File: config.mk
export PLATFORM = sky130hd
export DESIGN_NAME = dc1_cache
export DESIGN_NICKNAME = d
export VERILOG_FILES = /design/src/rtl/dc1_cache.sv
export SDC_FILE = /design/constraint.sdc
export NUM_CORES = 2
export LEC_CHECK = 0
export ABC_AREA = 1
export BUFFER_PORTS_ARGS = -buffer_cell sky130_fd_sc_hd__buf_2
export CAP_MARGIN = 25
export CELL_PAD_IN_SITES_DETAIL_PLACEMENT = 0
export CELL_PAD_IN_SITES_GLOBAL_PLACEMENT = 1
export CORE_MARGIN = 2
export CORE_UTILIZATION = 40
export CTS_CLUSTER_DIAMETER = 150
export DETAILED_ROUTE_END_ITERATION = 7
export PLACE_DENSITY = 0.65
export SLEW_MARGIN = 20
export SYNTH_ARGS = -nofsm -noshare
export SYNTH_HDL_FRONTEND = slang
export SYNTH_SLANG_ARGS = --single-unit
File: constraint.sdc
create_clock -name clock -period 4.9 [get_ports clock]
set_input_delay 0.735 -clock clock [delete_from_list [all_inputs] [get_ports clock]]
set_output_delay 0.735 -clock clock [all_outputs]
set_load 0.01 [all_outputs]
File: src/rtl/dc1_cache.sv
// Direct-mapped, write-through L1 data cache between the CPU load/store unit and L2.
// Zero-cycle load hits; misses fill a 128-bit tile; stores and uncached loads go to L2.
module dc1_cache #(
  parameter int unsigned LINES_LOG2 = 4
) (
  input  logic         clock,
  input  logic         reset,
  input  logic [31:0]  regInAddr,
  input  logic [63:0]  regInData,
  input  logic         regInOE,
  input  logic         regInWR,
  input  logic [4:0]   regInOp,
  output logic [63:0]  regOutData,
  output logic [1:0]   regOutOK,
  input  logic         flush,
  output logic [31:0]  l2Addr,
  output logic [127:0] l2OutData,
  input  logic [127:0] l2InData,
  output logic         l2OE,
  output logic         l2WR,
  output logic [4:0]   l2Op,
  input  logic [1:0]   l2OK
);

  localparam int unsigned LINES = 1 << LINES_LOG2;
  localparam int unsigned TAG_W = 32 - LINES_LOG2 - 4;

  localparam logic [1:0] ST_READY = 2'b00;
  localparam logic [1:0] ST_OK    = 2'b01;
  localparam logic [1:0] ST_HOLD  = 2'b10;
  localparam logic [1:0] ST_FAULT = 2'b11;

  typedef enum logic [1:0] {IDLE, FILL, WRITE, BYPASS} state_t;

  state_t state, state_nx;

  logic [LINES-1:0]  valid;
  logic [TAG_W-1:0]  tags  [LINES];
  logic [127:0]      lines [LINES];

  // Request captured on leaving IDLE so the L2 transaction survives a dropped CPU request
  logic [31:0] req_addr;
  logic [63:0] req_data;
  logic [4:0]  req_op;
  logic        fill_kill;

  logic                  ld, st, req_active, hit, fill_done, write_done, req_hit;
  logic [LINES_LOG2-1:0] idx, ridx;
  logic [TAG_W-1:0]      tag, rtag;
  logic [127:0]          sel_line;

  function automatic logic is_cacheable(input logic [31:0] a);
    logic [28:0] o;
    o = a[28:0];
    return (o <= 29'h0010_0000) || ((o >= 29'h0C00_0000) && (o <= 29'h1E00_0000));
  endfunction

  assign st         = regInWR & ~reset;
  assign ld         = regInOE & ~regInWR & ~reset;
  assign req_active = regInOE | regInWR;
  assign idx        = regInAddr[LINES_LOG2+3:4];
  assign tag        = regInAddr[31:LINES_LOG2+4];
  assign ridx       = req_addr[LINES_LOG2+3:4];
  assign rtag       = req_addr[31:LINES_LOG2+4];
  assign sel_line   = lines[idx];
  assign hit        = is_cacheable(regInAddr) & valid[idx] & (tags[idx] == tag) & ~flush;
  assign req_hit    = is_cacheable(req_addr) & valid[ridx] & (tags[ridx] == rtag);

  // Next state and all outputs
  always_comb begin
    state_nx   = state;
    regOutOK   = ST_READY;
    regOutData = 64'h0;
    l2OE       = 1'b0;
    l2WR       = 1'b0;
    l2Addr     = 32'h0;
    l2OutData  = 128'h0;
    l2Op       = 5'h0;
    fill_done  = 1'b0;
    write_done = 1'b0;
    case (state)
      IDLE: begin
        if (st) begin
          regOutOK = ST_HOLD;
          state_nx = WRITE;
        end else if (ld) begin
          if (!is_cacheable(regInAddr)) begin
            regOutOK = ST_HOLD;
            state_nx = BYPASS;
          end else if (hit) begin
            regOutOK = ST_OK;
            if (regInOp[1:0] == 2'b10) regOutData = {32'h0, sel_line[{regInAddr[3:2], 5'd0} +: 32]};
            else                       regOutData = sel_line[{regInAddr[3], 6'd0} +: 64];
          end else begin
            regOutOK = ST_HOLD;
            state_nx = FILL;
          end
        end
      end
      FILL: begin
        l2OE     = 1'b1;
        l2Addr   = {req_addr[31:4], 4'h0};
        regOutOK = req_active ? ST_HOLD : ST_READY;
        if (l2OK == ST_OK) begin
          fill_done = 1'b1;
          state_nx  = IDLE;
        end else if (l2OK == ST_FAULT) begin
          regOutOK = req_active ? ST_FAULT : ST_READY;
          state_nx = IDLE;
        end
      end
      WRITE: begin
        l2WR      = 1'b1;
        l2Addr    = req_addr;
        l2Op      = req_op;
        l2OutData = {64'h0, req_data};
        regOutOK  = req_active ? ST_HOLD : ST_READY;
        if (l2OK == ST_OK) begin
          regOutOK   = req_active ? ST_OK : ST_READY;
          write_done = 1'b1;
          state_nx   = IDLE;
        end else if (l2OK == ST_FAULT) begin
          regOutOK = req_active ? ST_FAULT : ST_READY;
          state_nx = IDLE;
        end
      end
      BYPASS: begin
        l2OE     = 1'b1;
        l2Addr   = req_addr;
        l2Op     = req_op;
        regOutOK = req_active ? ST_HOLD : ST_READY;
        if (l2OK == ST_OK) begin
          regOutOK   = req_active ? ST_OK : ST_READY;
          regOutData = req_active ? l2InData[63:0] : 64'h0;
          state_nx   = IDLE;
        end else if (l2OK == ST_FAULT) begin
          regOutOK = req_active ? ST_FAULT : ST_READY;
          state_nx = IDLE;
        end
      end
      default: state_nx = IDLE;
    endcase
  end

  // State, request capture and valid bits
  always_ff @(posedge clock) begin
    if (reset) begin
      state     <= IDLE;
      valid     <= '0;
      req_addr  <= 32'h0;
      req_data  <= 64'h0;
      req_op    <= 5'h0;
      fill_kill <= 1'b0;
    end else begin
      state <= state_nx;
      if (state == IDLE) begin
        req_addr  <= regInAddr;
        req_data  <= regInData;
        req_op    <= regInOp;
        fill_kill <= 1'b0;
      end else if ((state == FILL) && flush) begin
        fill_kill <= 1'b1;
      end
      if (flush) valid <= '0;
      else if (fill_done && !fill_kill) valid[ridx] <= 1'b1;
    end
  end

  // Tag and data arrays; a write-through hit merges the stored word or half
  always_ff @(posedge clock) begin
    if (!reset && fill_done) begin
      lines[ridx] <= l2InData;
      tags[ridx]  <= rtag;
    end else if (!reset && write_done && req_hit) begin
      if (req_op[1:0] == 2'b10) lines[ridx][{req_addr[3:2], 5'd0} +: 32] <= req_data[31:0];
      else                      lines[ridx][{req_addr[3], 6'd0} +: 64]   <= req_data;
    end
  end

endmodule

==> results.cfg <==
[clock_network]
post_cts_buffers = 0
htreeDepth = 5
cts_root_buf = clkbuf_16
clock_latency_ns = 0.96
path_clk_slew_ns = 0.06
cts_max_path_buffers = 4
cts_tree = yes
cts_buffers = 283
numClockSinks = 2556

[worst_setup_path]
arrival_ns = 4.17
cp_cell_sequence = buf_8 -> inv_8 -> buf_4 -> buf_12 -> nand2_1 -> nand3_1 -> o221ai_1 -> nand2_1 -> nand3_1 -> o21ai_0 -> a21oi_1 -> nor2_1 -> nand4_1 -> a21oi_1 -> buf_2
critPathMaxStageDelay_ns = 0.76
worst_path_max_delay_cell = o21ai_0
crit_required_ns = 4.16
crit_type = input pin to primary output
r2r_cells = 20
path_max_fanout = 69
cp-end-kind = primary output
cp-start-kind = input pin

[synth]
synth_most_common_cell = nand2_1
syn_inst = 10500
yosysWarnings = 0
synth_top_flop_cell = edfxtp_1
synth_area_leaders = edfxtp_1 (65%), nand2_1 (8.3%), nand3_1 (5.2%)
avgSynthCellArea_um2 = 10.7
synth_top_cells_by_count = nand2_1 (2496), edfxtp_1 (2432), nand3_1 (1174)
synthesis.area_um2 = 112000
synth_compound_area_share_pct = 9.94
synth_xor_area_share_pct = 0
ys_async_sr_fraction_pct = 0
synth_top_family_by_area = simple AND/OR/NAND/NOR gates
synth-edff-count = 2432
synth.largest_area_cell = edfxtp_1
synth_cell_types = 40
ys_seq_area_share_pct = 67.2
synth-simple-area-share_pct = 17.3
synth_mux_area_share_pct = 0.0100
synth_fa_ha_area_share_pct = 0.0890
synth_seq_cells = 2556
yosysTopAreaCellShare_pct = 64.9

[timing]
fin_hold_ws_ns = 0.0224
slew_headroom_pct = 19.8
rsz0062_at_grt = false
min_period_ns = 4.90
setup_viol = 1
max_freq_mhz = 204
layout_setup_ws_ns = -0.00475
tns_ns = -0.00475
drv_slew = 0
tightest_slew_ns = 1.20
post-route-period-util_pct = 100
clock_skew_ns = 0.0706
finalHoldViolations = 0

[placement]
port_buffers = 404
place_hpwl_um = 284000
place_inst = 14400
place_ws_ns = 0.0419
gp_congestion = 0.942
place_area_um2 = 122000

[drt]
firstDrtPassIters = 7
avgRoutedWirePerCell_um = 30.1
drc = 0
vias = 87700
detail-route-antenna-nets = 0
top_layer = met5
totalWireLength_um = 449000
dr_wl_met3_um = 45300
wl_met2_um = 199000
drt_iter0_drc = 11400
viasPerCell = 5.87
met1_length_um = 177000

[worst_hold_path]
hold_path_depth = 2
holdCritPathClass = input pin to register

[global_route]
grt_start_max_net_pins = 120
grt_first_pass_wirelength_um = 627000
overflow = 0
antenna_found_initial = 23
grt_pass1_vias = 82400
grt.total_usage_pct = 30.6

[run_status]
status = finished with violations
violations = setup timing

[power]
p_leak_nw = 49.0
powerDensity_nw_per_um2 = 384
power_mw = 50.4
peakVddDrop_mv = 0.266

[run]
maxCapViolations = 0

[finish]
nNetsFinal = 11200
syn2layout_area_growth_pct = 16.8
post-route-util_pct = 47.0
drive_gt1_share_pct = 13.1
finalNonFillerCells = 14900
final_cell_area_um2 = 131000
n_fill_cell = 25500

[die]
die-area_um2 = 285000
coreArea_um2 = 279000
die_x_um = 534
ios = 469
dieHeight_um = 534
rows = 194
start_util_pct = 40.2
[cell type report]
cell class | instances | area, µm² | area share, %
repair buffers | 912 | 8350 | 6.36
inverters | 720 | 2730 | 2.08
well taps | 3724 | 4660 | 3.55
flip-flops and latches | 2556 | 75500 | 57.5
clock buffers | 378 | 7630 | 5.81
clock inverters | 127 | 1160 | 0.886
diodes | 18 | 45.0 | 0.0343
multi-input cells | 6494 | 31200 | 23.8
[what timing repair did]
item                                   in CTS  in global routing
setup endpoints to repair                   0                124
endpoints found under the hold margin      16                  0
hold buffers                               16                  0
gates resized for setup                     0                 15
[power breakdown]
group	internal (mW)	switching, mW
Combinational	1.32	3.84
Clock	11.8	8.98
Sequential	24.1	0.356
[flip-flops by register name, indices dropped and copies added (netlist names), named ones only]
signal,cells
fill_kill,1
lines,2048
req_addr,32
req_data,64
req_op,5
state,2
tags,384
valid,16
[cells by family (layout without fill, tap and decap cells)]
family,after synthesis,after routing
flops,2556,2556
simple gates,4579,4579
fa+ha+maj,8,8
other cells,1,82
mux,1,1
buf+inv,1523,2137
compound gates,1842,1842
[worst paths after layout]
kind / startpoint / to / slack (ns)
worst min-delay path: regInData[57] / req_data[57] / 0.02
worst max-delay path: regInAddr[4] / regOutData[15] / -0.005
worst min register to register: req_op[4] / req_op[4] / 0.48
worst max register to register: register / lines[6][30] / 0.23
[cells in the final DEF, fill, tap and decap left out, drive strengths merged, types with 2 or more instances in the layout]
cell type and n:
nand2 2496, edfxtp 2432, nand3 1182, buf 895, inv 731, a21oi 613, nor2 588, o21ai 553
clkbuf 379, nand4 194, a211oi 188, o221ai 160, o211ai 138, dfxtp 124, clkinv 96, nor3 75
a22o 64, conb 64, o22ai 57, a211o 44, or2 39, o21a 24, diode 18, dlygate4sd3 16
bufinv 15, ha 8, clkinvlp 5, and2 2, nor4 2
[per-layer routing]
metal  global-route usage (%)  vias to the layer above
met1                     40.9                    43700
met4                     17.3                        4
met5                        0                        -
li1                         -                    38100
met3                     6.52                      862
met2                     46.4                     5001
[worst max-delay path: cells and delay by family]
family	cells	cell delay (ns)
and+or+nand+nor	6	0.61
AOI/OAI and AO/OA	4	1.31
buffers and inverters	5	1.27
No activity file was read; power rests on OpenSTA's default activity.
